==> config.mk <==
export PLATFORM = sky130hd
export DESIGN_NAME = fp_addsub_pipe
export DESIGN_NICKNAME = d
export VERILOG_FILES = /design/src/rtl/fp_addsub_pipe.sv
export SDC_FILE = /design/constraint.sdc
export NUM_CORES = 1
export LEC_CHECK = 0
export ABC_AREA = 1
export BUFFER_PORTS_ARGS = -buffer_cell sky130_fd_sc_hd__buf_2
export CORE_ASPECT_RATIO = 1.4
export CORE_UTILIZATION = 40
export CTS_BUF_LIST = sky130_fd_sc_hd__clkbuf_4
export CTS_CLUSTER_DIAMETER = 40
export CTS_CLUSTER_SIZE = 28
export DETAILED_ROUTE_END_ITERATION = 8
export PLACE_DENSITY_LB_ADDON = 0.08
export SETUP_SLACK_MARGIN = 0.2
export SYNTH_ARGS = -nofsm -noshare
export SYNTH_HDL_FRONTEND = slang
export SYNTH_SLANG_ARGS = --single-unit
==> constraint.sdc <==
create_clock -name clk -period 17.25 [get_ports clk]
set_input_delay 0 -clock clk [delete_from_list [all_inputs] [get_ports clk]]
set_output_delay 0 -clock clk [all_outputs]
set_load 0.1 [all_outputs]
==> src/rtl/fp_addsub_pipe.sv <==
// Three-stage pipelined floating-point add/subtract with valid/ready flow control.
// Define FP_ROUND_NEAREST_EN for round-to-nearest-even; otherwise results are truncated.
module fp_addsub_pipe #(
   parameter int unsigned EXP_SIZE    = 8,
   parameter int unsigned MANTIS_SIZE = 23
) (
   input  logic                            clk,
   input  logic                            rst,
   input  logic                            in_valid,
   output logic                            in_ready,
   input  logic                            op,
   input  logic [EXP_SIZE+MANTIS_SIZE:0]   a,
   input  logic [EXP_SIZE+MANTIS_SIZE:0]   b,
   output logic                            out_valid,
   input  logic                            out_ready,
   output logic [EXP_SIZE+MANTIS_SIZE:0]   result,
   output logic                            overflow,
   output logic                            underflow,
   output logic                            inexact
);

   localparam int unsigned W  = 1 + EXP_SIZE + MANTIS_SIZE;
   localparam int unsigned MW = MANTIS_SIZE + 4;
   localparam int unsigned EW = EXP_SIZE + 2;
   localparam logic [EXP_SIZE-1:0] FAR_SHIFT = EXP_SIZE'(MANTIS_SIZE + 3);
   localparam logic [EW-1:0] EXP_MAX = {2'b00, {EXP_SIZE{1'b1}}};

   logic advance;
   assign advance  = ~out_valid | out_ready;
   assign in_ready = advance;

   // ---------------- stage 1: compare / align ----------------
   logic                   a_sign, b_sign_eff, a_zero, b_zero, a_ge_b;
   logic [EXP_SIZE-1:0]    a_exp, b_exp, x_exp, y_exp, exp_diff;
   logic [MANTIS_SIZE-1:0] a_frac, b_frac, x_frac, y_frac;
   logic                   x_sign, y_sign;
   logic [MW-1:0]          y_ext, y_shift, lost_mask, y_align;
   logic [W-1:0]           byp_res;

   assign a_sign     = a[W-1];
   assign a_exp      = a[W-2:MANTIS_SIZE];
   assign a_frac     = a[MANTIS_SIZE-1:0];
   assign b_sign_eff = b[W-1] ^ op;
   assign b_exp      = b[W-2:MANTIS_SIZE];
   assign b_frac     = b[MANTIS_SIZE-1:0];
   assign a_zero     = (a_exp == '0);
   assign b_zero     = (b_exp == '0);
   assign a_ge_b     = {a_exp, a_frac} >= {b_exp, b_frac};

   assign x_sign   = a_ge_b ? a_sign : b_sign_eff;
   assign y_sign   = a_ge_b ? b_sign_eff : a_sign;
   assign x_exp    = a_ge_b ? a_exp : b_exp;
   assign y_exp    = a_ge_b ? b_exp : a_exp;
   assign x_frac   = a_ge_b ? a_frac : b_frac;
   assign y_frac   = a_ge_b ? b_frac : a_frac;
   assign exp_diff = x_exp - y_exp;

   always_comb begin
      y_ext     = {1'b1, y_frac, 3'b000};
      y_shift   = '0;
      lost_mask = '0;
      y_align   = '0;
      if (exp_diff >= FAR_SHIFT) begin
         // everything lands below R; only the sticky survives
         y_align = {{(MW-1){1'b0}}, 1'b1};
      end else begin
         y_shift   = y_ext >> exp_diff;
         lost_mask = ~({MW{1'b1}} << exp_diff);
         y_align   = {y_shift[MW-1:1], y_shift[0] | (|(y_ext & lost_mask))};
      end
   end

   always_comb begin
      byp_res = a;
      if (a_zero && b_zero) begin
         byp_res = {a_sign & b_sign_eff, {(W-1){1'b0}}};
      end else if (a_zero) begin
         byp_res = {b_sign_eff, b[W-2:0]};
      end
   end

   logic                s1_valid, s1_sign, s1_sub, s1_byp;
   logic [EXP_SIZE-1:0] s1_exp;
   logic [MW-1:0]       s1_xm, s1_ym;
   logic [W-1:0]        s1_byp_res;

   always_ff @(posedge clk or posedge rst) begin
      if (rst) begin
         s1_valid   <= 1'b0;
         s1_sign    <= 1'b0;
         s1_sub     <= 1'b0;
         s1_byp     <= 1'b0;
         s1_exp     <= '0;
         s1_xm      <= '0;
         s1_ym      <= '0;
         s1_byp_res <= '0;
      end else if (advance) begin
         s1_valid   <= in_valid;
         s1_sign    <= x_sign;
         s1_sub     <= x_sign ^ y_sign;
         s1_byp     <= a_zero | b_zero;
         s1_exp     <= x_exp;
         s1_xm      <= {1'b1, x_frac, 3'b000};
         s1_ym      <= y_align;
         s1_byp_res <= byp_res;
      end
   end

   // ---------------- stage 2: add / subtract ----------------
   logic [MW:0] sum;
   // the swap guarantees X >= Y, so the difference never goes negative
   assign sum = s1_sub ? ({1'b0, s1_xm} - {1'b0, s1_ym}) : ({1'b0, s1_xm} + {1'b0, s1_ym});

   logic                s2_valid, s2_sign, s2_byp;
   logic [EXP_SIZE-1:0] s2_exp;
   logic [MW:0]         s2_sum;
   logic [W-1:0]        s2_byp_res;

   always_ff @(posedge clk or posedge rst) begin
      if (rst) begin
         s2_valid   <= 1'b0;
         s2_sign    <= 1'b0;
         s2_byp     <= 1'b0;
         s2_exp     <= '0;
         s2_sum     <= '0;
         s2_byp_res <= '0;
      end else if (advance) begin
         s2_valid   <= s1_valid;
         s2_sign    <= s1_sign;
         s2_byp     <= s1_byp;
         s2_exp     <= s1_exp;
         s2_sum     <= sum;
         s2_byp_res <= s1_byp_res;
      end
   end

   // ---------------- stage 3: normalise / round ----------------
   logic [EW-1:0]          exp_w, lzc, norm_exp, round_exp;
   logic [MW-1:0]          mant;
   logic [MANTIS_SIZE:0]   sig;
   logic [MANTIS_SIZE-1:0] frac;
   logic                   grs;
   logic [W-1:0]           res_d;
   logic                   ov_d, uf_d, ix_d;
`ifdef FP_ROUND_NEAREST_EN
   logic                   inc;
   logic [MANTIS_SIZE+1:0] sig_r;
`endif

   always_comb begin
      exp_w     = {2'b00, s2_exp};
      lzc       = '0;
      mant      = '0;
      norm_exp  = '0;
      round_exp = '0;
      frac      = '0;
      res_d     = '0;
      ov_d      = 1'b0;
      uf_d      = 1'b0;
      ix_d      = 1'b0;
`ifdef FP_ROUND_NEAREST_EN
      inc       = 1'b0;
      sig_r     = '0;
`endif
      if (s2_sum[MW]) begin
         mant     = {s2_sum[MW:2], s2_sum[1] | s2_sum[0]};
         norm_exp = exp_w + 1'b1;
      end else begin
         for (int i = 0; i < MW; i++) begin
            if (s2_sum[i]) lzc = EW'(MW - 1 - i);
         end
         mant     = s2_sum[MW-1:0] << lzc;
         norm_exp = exp_w - lzc;
      end
      grs = |mant[2:0];
      sig = mant[MW-1:3];
`ifdef FP_ROUND_NEAREST_EN
      inc   = mant[2] & (mant[1] | mant[0] | mant[3]);
      sig_r = {1'b0, sig} + {{(MANTIS_SIZE+1){1'b0}}, inc};
      if (sig_r[MANTIS_SIZE+1]) begin
         frac      = sig_r[MANTIS_SIZE:1];
         round_exp = norm_exp + 1'b1;
      end else begin
         frac      = sig_r[MANTIS_SIZE-1:0];
         round_exp = norm_exp;
      end
`else
      frac      = sig[MANTIS_SIZE-1:0];
      round_exp = norm_exp;
`endif
      if (s2_byp) begin
         res_d = s2_byp_res;
      end else if (s2_sum == '0) begin
         res_d = '0;
      end else if (norm_exp[EW-1] || (norm_exp == '0)) begin
         res_d = {s2_sign, {(W-1){1'b0}}};
         uf_d  = 1'b1;
         ix_d  = 1'b1;
      end else if (round_exp >= EXP_MAX) begin
         res_d = {s2_sign, {EXP_SIZE{1'b1}}, {MANTIS_SIZE{1'b0}}};
         ov_d  = 1'b1;
         ix_d  = grs;
      end else begin
         res_d = {s2_sign, round_exp[EXP_SIZE-1:0], frac};
         ix_d  = grs;
      end
   end

   always_ff @(posedge clk or posedge rst) begin
      if (rst) begin
         out_valid <= 1'b0;
         result    <= '0;
         overflow  <= 1'b0;
         underflow <= 1'b0;
         inexact   <= 1'b0;
      end else if (advance) begin
         out_valid <= s2_valid;
         result    <= res_d;
         overflow  <= ov_d;
         underflow <= uf_d;
         inexact   <= ix_d;
      end
   end

endmodule

* Yosys cells after proc, flatten, opt, wreduce, memory -nomap -nowiden
Index checks and enable logic that the tools add are counted.
Word-level totals: flip-flop bits (word level) 202, bits of input ports 69, word-level logic and storage cells 102
Operators by class: add/subtract/negate cells 5, magnitude comparators 3, shifts and indexed selects 3, mux-type cells 54, bitwise gates (word level) 10, reduce and logical (&&, ||, !) cells 8
Operators by type and width (number):
- $mux 10 | 28
- $mux 32 | 4
- $mux 31 | 2
- $mux 23 | 2
- $ge 31x31->1 | 1
- $add 27x27->28 | 1
- $logic_not 28->1 | 1
- $mux 28 | 1
- $sub 27x27->28 | 1
- $and 27x27->27 | 1
- $mux 27 | 1
- $not 27->27 | 1
- $reduce_or 27->1 | 1
- $shl 27x10->26 | 1
- $shl 27x8->27 const A | 1
- $shr 27x8->27 | 1
- $mux 26 | 1
- $logic_not 8->1 | 2
- $mux 8 | 2
- $mux 1 | 12
- $ge 10x8->1 const B | 1
- $logic_not 10->1 | 1
- $sub 8x10->10 | 1
- $add 8x1->9 const B | 1
- other kinds (10) | 14

* Longest topological paths before layout
Gate-level depths: netlist (run 1).
depth after elaboration 35, gate-level depth with buffers 50, mapped depth without buffers 48

* Worst setup path before layout (run 1)
No wires, ideal clock.
path type reg2reg, start reg s2_sum[2], end reg result[16], arrival time 4.654 ns, data required time 17.172 ns, slack 12.518 ns, stages on the path, launching flop included 51, period minus slack after synthesis 4.732 ns, path through dfrtp_1 -> inv_1 -> nand2_1 -> nand2_1 -> nand2_1 -> nand2_1 -> nand2_1 -> nand2_1 -> nand2_1 -> nand2_1 -> nand2_1 -> nand2_1 -> nand2_1 -> nand2_1 -> nand2_1 -> nand2_1 -> nand2_1 -> nand2_1 -> (+15 left out) -> nor2_1 -> inv_1 -> nand2_1 -> nand2_1 -> o21ai_0 -> xor2_1 -> nand4_1 -> nor3_1 -> nand2_1 -> nand2_1 -> nor2_1 -> nand2_1 -> inv_1 -> clkbuf_1 -> o21ai_0 -> a21oi_1 -> o21ai_0 -> a21oi_1
On the way: word-level cells in the longest chain between the ends 33, elaborated cells between the ends (all ways) 38, those cells by class 1 x add/sub; 1 x order compare; 1 x shift; 32 x mux; 3 x reduce/logical
Ends and longest elaborated chain:
- from (decl) | line 116 | logic [MW:0] s2_sum;
- from (signal assigned) | line 132 | s2_sum <= sum;
- $mux 10 (25 in series) | line 170 | if (s2_sum[i]) lzc = EW'(MW - 1 - i);
- $mux 10 | line 165 | if (s2_sum[MW]) begin
- $sub 8x10->10 | line 173 | norm_exp = exp_w - lzc;
- $mux 10 | line 165
- $ge 10x8->1 / $logic_not 10->1 (equally long branches) | line 199, 195
- $mux 31 / $logic_or 1x1->1 (equally long branches) | line 199, 195
- $mux 31 | line 195 | end else if (norm_exp[EW-1] || (norm_exp == '0)) begin
- $mux 32 (*) | line 193 | end else if (s2_sum == '0) begin
- $mux 32 (*) | line 191 | if (s2_byp) begin
- to (signal assigned) | line 218 | result <= res_d;
- to (decl) | line 16 | output logic [EXP_SIZE+MANTIS_SIZE:0] result,
Every way passes the cells marked *; elsewhere a longest branch is shown, timed or not. The select of a mux whose other input is x is not followed. A chain may end at the register's enable or synchronous reset.

* Worst setup path after layout (run 1)
start in b[23], end reg s1_ym[11]
On the way: word-level cells in the longest chain between the ends 5, elaborated cells between the ends (all ways) 8, those cells by class 1 x add/sub; 2 x order compare; 1 x shift; 4 x mux
Ends and longest elaborated chain:
- from (decl) | line 13 | input logic [EXP_SIZE+MANTIS_SIZE:0] b,
- $ge 31x31->1 | line 48 | assign a_ge_b = {a_exp, a_frac} >= {b_exp, b_frac};
- $mux 8, on equally long branches | line 52, 53
- $sub 8x8->8 | line 56 | assign exp_diff = x_exp - y_exp;
- $shr 27x8->27 / $ge 8x5->1 (equally long branches) | line 67, 63
- $mux 27 (*) | line 63 | if (exp_diff >= FAR_SHIFT) begin
- to (signal assigned) | line 104 | s1_ym <= y_align;
- to (decl) | line 84 | logic [MW-1:0] s1_xm, s1_ym;
Every way passes the cells marked *; elsewhere a longest branch is shown, timed or not.

==> results.sh, run 1 <==
export IMPL_cp_common_cell="inv_1"
export IMPL_yosys_area_share_adder_pct=7.16
export IMPL_worst_slack_ns=11.64
export IMPL_cts_sinks=202
export IMPL_wire_per_inst_um=18.6
export IMPL_synth_compound_area_share_pct=19.8
export IMPL_syn_to_final_growth_pct=16.0
export IMPL_hold_violations=0
export IMPL_drv_cap=0
export IMPL_viasPerCell=5.30
export IMPL_yosysTopAreaCellShare_pct=32.1
export IMPL_initial_utilization_pct=40.8
export IMPL_ys_seq_area_share_pct=32.1
export IMPL_synth_xor_area_share_pct=1.98
export IMPL_power_density_nw_per_um2=164
export IMPL_synthTopCellsByArea="dfrtp_1 32%, nand2_1 17%, o21ai_0 8.7%"
export IMPL_dp_hpwl_mm=43.8
export IMPL_routed_wl_mm=57.6
export IMPL_place_area_um2=16600
export IMPL_fin_crit_sh_pct=32.5
export IMPL_yosysWarnings=0
export IMPL_synth_most_common_cell="nand2_1"
export IMPL_drtPass1Iterations=6
export IMPL_cts_root_buf="clkbuf_4"
export IMPL_cts_tree="built"
export IMPL_cp_start_kind="input port"
export IMPL_cp_max_fo=30
export IMPL_grt_start_max_net_pins=216
export IMPL_drive_above_1_share_pct=7.96
export IMPL_num_io_pins=106
export IMPL_critPathMaxStageDelay_ns=0.95
export IMPL_grtUsageTotal_pct=28.9
export IMPL_clock_latency_ns=0.80
export IMPL_synth_top_cells_by_count="694 x nand2_1, 274 x o21ai_0, 258 x inv_1"
export IMPL_htreeDepth=1
export IMPL_final_cell_area_um2=18300
export IMPL_setup_viol=0
export IMPL_netlist_area_um2=15800
export IMPL_cts_setup_buffers=0
export IMPL_synth_ff_type="dfrtp_1"
export IMPL_tightest_slew_ns=1.07
export IMPL_fin_worst_skew_ns=0.150
export IMPL_rows=85
export IMPL_gp_congestion=0.958
export IMPL_cp_slowest_cell="ha_1"
export IMPL_final_max_slew_viol_count=0
export IMPL_crit_type="input port to flop"
export IMPL_yosys_area_top_type="dfrtp_1"
export IMPL_synth_async_reset_ratio_pct=100
export IMPL_drc=0
export IMPL_status="finished, final reports clean"
export IMPL_fin_util_pct=47.4
export IMPL_nFillCells=4051
export IMPL_clk_pin_slew_ns=0.17
export IMPL_grt_pass1_vias=15900
export IMPL_ant_nets=0
export IMPL_path_cells="dlygate4sd3_1 > buf_2 > inv_1 > ha_1 > nand4_1 > nor3_2 > nor3b_2 > nand2_1 > nand4_1 > nand3_1 > ha_1 > buf_4 > clkinv_1 > nand3_1 > inv_1 > nor2_2 > a21boi_2 > nand2_2 > inv_2 > nand2_1 > inv_1 > o21ai_0 > o22ai_1"
export IMPL_whs_ns=0.137
export IMPL_fmax_mhz=178
export IMPL_tns_ns=0
export IMPL_antenna_found_initial=1
export IMPL_synth_area_per_cell_um2=6.53
export IMPL_core_um2=38600
export IMPL_grt_first_pass_wirelength_mm=89.9
export IMPL_syn_inst=2414
export IMPL_final_nets=2713
export IMPL_grt_overflow_total=0
export IMPL_synth_edf_count=0
export IMPL_slew_headroom_pct=28.8
export IMPL_vias=16400
export IMPL_clock_path_buffers=3
export IMPL_synth_seq_cells=202
export IMPL_arrival_ns=6.15
export IMPL_die_area_um2=40200
export IMPL_dieWidth_um=170
export IMPL_syn_nets=2572
export IMPL_synthSimpleGateAreaFrac_pct=29.2
export IMPL_cts_buffers=25
export IMPL_synth_cell_types=49
export IMPL_synth_top_family_by_area="simple AND/OR/NAND/NOR gates"
export IMPL_dieHeight_um=237
export IMPL_p_leak_nw=8.96
export IMPL_numPortBuffers=105
export IMPL_drt_initial_drc_count=1148
export IMPL_hold_class="input port to flop"
export IMPL_yosys_mux_area_fraction_pct=0.191
export IMPL_worst_ep_required_time_ns=17.79
export IMPL_ir_drop_v=0.0000822
export IMPL_rsz0062_at_grt="false"
export IMPL_pre_cts_ws_ns=11.52
export IMPL_critical_path_endpoint_type="flop"
export IMPL_period_needed_ns=5.61
metrics by stage:
stage               power, W  instances
floorplan            0.00207       2414
global placement     0.00257       2934
detailed placement   0.00257       2934
CTS                  0.00299       3096
global route         0.00324       3097
finish               0.00300       3097
power by group:
part / switching, W / internal [W] / total [W]
clock: 0.000202 / 0.000165 / 0.000367
combinational: 0.00135 / 0.000502 / 0.00185
sequential: 0.000142 / 0.000635 / 0.000778
total: 0.00170 / 0.00130 / 0.00300
worst max-delay path: cells and delay by family:
kind            cells  cell delay [ns]
compound gates      3             0.35
fa+ha+maj           2             1.27
buf+inv             8             2.11
simple gates       10             2.34
layout by cell type (no fill, tap or decap), types with 4 or more instances in the layout:
| master | count |
|---|---|
| nand4_1 | 24 |
| o21ai_0 | 273 |
| o22ai_1 | 36 |
| a21boi_0 | 13 |
| o31ai_1 | 5 |
| or2_2 | 5 |
| inv_6 | 4 |
| o21bai_1 | 4 |
| a211oi_1 | 4 |
| nor2_4 | 4 |
| nor2_1 | 144 |
| inv_1 | 256 |
| nand3b_1 | 4 |
| inv_8 | 4 |
| dlygate4sd3_1 | 116 |
| nand2_1 | 694 |
| a31oi_1 | 8 |
| bufinv_16 | 5 |
| nor4_1 | 6 |
| clkbuf_4 | 26 |
| o21ai_1 | 38 |
| ha_1 | 87 |
| a22oi_1 | 4 |
| nor3_1 | 13 |
| xnor2_1 | 4 |
| buf_2 | 105 |
| dfrtp_1 | 202 |
| nand3_1 | 204 |
| xor2_1 | 28 |
| inv_2 | 6 |
| a21oi_1 | 173 |
| buf_4 | 21 |
| o211ai_1 | 14 |
worst paths after layout:
path	start	to	slack [ns]	depth (start not counted)
worst max-delay path	b[23]	s1_ym[11]	11.64	23
worst min-delay path	a[31]	s1_sub	0.14	4
worst max register to register	s2_sum[2]	result[16]	11.65	48
worst min register to register	s2_valid	out_valid	0.48	1
max in group asynchronous	rst	s1_byp_res[19]	14.72	6
min in group asynchronous	rst	s1_ym[24]	0.41	4
routing by layer:
metal | GRT usage [%] | part of all wire (%)
met5 | 0 | 0
met4 | 14.7 | 5.4
met3 | 2.22 | 3.4
met2 | 49.6 | 48
met1 | 36.2 | 43
registers in the layout (all words and copies together), names as in the netlist, 8 cells and up:
register,cells
result,32
s1_byp_res,32
s2_byp_res,32
s2_sum,28
s1_ym,27
s1_xm,24
s1_exp,8
s2_exp,8
repair_timing:
| action | 4_1_cts | 5_1_grt |
|---|---|---|
| gates resized for setup | 0 | 0 |
| hold endpoints to repair | 218 | 0 |
| hold buffers | 116 | 0 |
kinds of logic (layout without fill, tap and decap cells):
family                   Yosys count  after routing
buffers and inverters            395            555
AND/OR/NAND/NOR                 1109           1109
XOR/XNOR                          34             34
adder cells (fa/ha/maj)           89             89
other                              0              1
multiplexers                       3              3
flip-flops                       202            202
AO/OA/AOI/OAI                    582            582
final cells by class:
class / count / area (um2) / area share (%)
well taps: 522 / 653 / 3.57
clock buffers: 26 / 195 / 1.07
diodes: 1 / 2.50 / 0.0137
repair buffers: 243 / 1860 / 10.2
multi-input cells: 1817 / 9210 / 50.4
inverters: 266 / 1010 / 5.52
flip-flops and latches: 202 / 5050 / 27.7
clock inverters: 20 / 298 / 1.63
Power figures use the tool's default switching activity.
==> run 2, diff against run 1 <==
==> constraint.sdc (replaced) <==
create_clock -name clk -period 5.54 [get_ports clk]
set_input_delay 0 -clock clk [delete_from_list [all_inputs] [get_ports clk]]
set_output_delay 0 -clock clk [all_outputs]
set_load 0.1 [all_outputs]
==> run 2 against run 1 <==
- global-route usage is 0.54 points higher
- setup slack worse by 11 ns
- combinational power rose to 3.2 times the previous value
- via count rose by 1.7%
- first-iteration DRC count up 16%
- critical path depth grew 25
- largest power group unchanged
- highest routed layer unchanged
==> results.sh, run 2 (synthesis gave the netlist of run 1 again) <==
export IMPL_core_um2=38600
export IMPL_drtPass1Iterations=6
export IMPL_slew_headroom_pct=26.0
export IMPL_status="finished, final reports clean"
export IMPL_clock_path_buffers=3
export IMPL_wl_met3_mm=2.53
export IMPL_viasPerCell=5.37
export IMPL_drive_above_1_share_pct=8.63
export IMPL_arrival_ns=5.36
export IMPL_cts_sinks=202
export IMPL_whs_ns=0.125
export IMPL_cts_buffers=28
export IMPL_final_nets=2722
export IMPL_cts_tree="built"
export IMPL_initial_utilization_pct=40.8
export IMPL_period_needed_ns=4.76
export IMPL_grt_overflow_total=0
export IMPL_p_int_w=0.00404
export IMPL_routed_wl_mm=58.7
export IMPL_grt_first_pass_wirelength_mm=91.0
export IMPL_highest_layer="met4"
export IMPL_drc=0
export IMPL_syn_to_final_growth_pct=16.0
export IMPL_fin_worst_skew_ns=0.0869
export IMPL_cp_start_kind="flop"
export IMPL_power_density_nw_per_um2=511
export IMPL_num_io_pins=106
export IMPL_hold_violations=0
export IMPL_wire_per_inst_um=18.9
export IMPL_worst_ep_required_time_ns=6.13
export IMPL_p_leak_nw=8.96
export IMPL_clk_pin_slew_ns=0.11
export IMPL_vias=16700
export IMPL_largestRegisters="result (32), s1_byp_res (32), s2_byp_res (32)"
export IMPL_dieHeight_um=237
export IMPL_critical_path_endpoint_type="flop"
export IMPL_ir_drop_v=0.000243
export IMPL_die_area_um2=40200
export IMPL_rsz0062_at_grt="false"
export IMPL_grt_pass1_vias=16000
export IMPL_cts_root_buf="clkbuf_4"
export IMPL_dp_hpwl_mm=44.0
export IMPL_tns_ns=0
export IMPL_mostFrequentLayoutCells="693 x nand2_1, 273 x o21ai_0, 255 x inv_1, 204 x nand3_1, 202 x dfrtp_1"
export IMPL_clock_latency_ns=0.79
export IMPL_antenna_found_initial=1
export IMPL_dr_wl_met2_mm=27.7
export IMPL_rows=85
export IMPL_wl_met1_mm=24.5
export IMPL_fin_util_pct=47.4
export IMPL_dieWidth_um=170
export IMPL_mostFrequentLayoutCell="nand2_1"
export IMPL_critPathMaxStageDelay_ns=0.41
export IMPL_nFillCells=4042
export IMPL_drv_cap=0
export IMPL_grtUsageTotal_pct=29.5
export IMPL_r2r_slack_ns=0.78
export IMPL_grt_start_max_net_pins=216
export IMPL_switching_power_w=0.00530
export IMPL_cp_common_cell="nand2_1"
export IMPL_drt_initial_drc_count=1326
export IMPL_hold_class="input port to flop"
export IMPL_power_frac_clock_pct=11.5
export IMPL_setup_viol=0
export IMPL_ant_nets=0
export IMPL_gp_congestion=0.950
export IMPL_tightest_slew_ns=1.11
export IMPL_cp_max_fo=6
export IMPL_p_total_w=0.00935
export IMPL_power_share_switching_pct=56.7
export IMPL_fin_crit_sh_pct=86.0
export IMPL_final_max_slew_viol_count=0
export IMPL_htreeDepth=1
export IMPL_combPwrFrac_pct=62.7
export IMPL_crit_type="flop to flop"
export IMPL_fmax_mhz=210
export IMPL_numPortBuffers=105
export IMPL_power_frac_seq_pct=25.8
export IMPL_cp_slowest_cell="dfrtp_1"
run 2: layout make-up:
| class | instances | area [um2] | area share, % |
|---|---|---|---|
| diodes | 1 | 2.50 | 0.0137 |
| clock buffers | 31 | 233 | 1.27 |
| clock inverters | 20 | 224 | 1.22 |
| inverters | 266 | 1010 | 5.51 |
| multi-input cells | 1817 | 9210 | 50.3 |
| flip-flops and latches | 202 | 5050 | 27.6 |
| well taps | 522 | 653 | 3.57 |
| repair buffers | 249 | 1900 | 10.4 |
run 2: per-stage QoR:
| step | worst slack, ns | cell area (um2) | instances |
|---|---|---|---|
| after global routing | 0.209 | 18300 | 3108 |
| after detailed placement | 0.764 | 16700 | 2940 |
| after global placement | 0.826 | 16700 | 2940 |
| after floorplan | 0.808 | 15800 | 2414 |
| after CTS | 0.736 | 18200 | 3101 |
| final | 0.776 | 18300 | 3108 |
run 2: final timing paths:
| path | start | depth (start not counted) | endpoint |
|---|---|---|---|
| max | s2_sum[2] | 48 | result[16] |
| min | a[31] | 4 | s1_sign |
| max reg2reg | s2_sum[2] | 48 | result[16] |
| min reg2reg | s2_valid | 1 | out_valid |
| max in group asynchronous | rst | 5 | s2_sum[18] |
| min in group asynchronous | rst | 5 | result[24] |
run 2: power by group through the flow:
stage                     Sequential, W  Combinational, W  Clock [W]
after detailed placement        0.00244           0.00563          0
after floorplan                 0.00323           0.00321          0
after global placement          0.00243           0.00562          0
final                           0.00241           0.00586    0.00107
after global routing            0.00247           0.00644    0.00116
after CTS                       0.00241           0.00575    0.00110
run 2: timing repair:
| action | 4_1_cts | 5_1_grt |
|---|---|---|
| buffers inserted | 0 | 6 |
| hold buffers | 110 | 0 |
| endpoints found under the hold margin | 333 | 0 |
| endpoints found under the setup margin | 0 | 6 |
| resized for setup | 0 | 2 |
run 2: layer usage:
metal / vias to the layer above / GRT usage [%]
li1: 8278 / -
met1: 7677 / 37.0
met2: 559 / 48.6
met3: 170 / 2.56
met4: 0 / 18.3
met5: - / 0
run 2: critical path: cells and delay by family (launching register included):
family | cells | cell delay, ns
buf+inv | 7 | 0.69
xor+xnor | 1 | 0.18
fa+ha+maj | 2 | 0.60
flops | 1 | 0.41
compound gates | 7 | 0.66
simple gates | 31 | 2.13
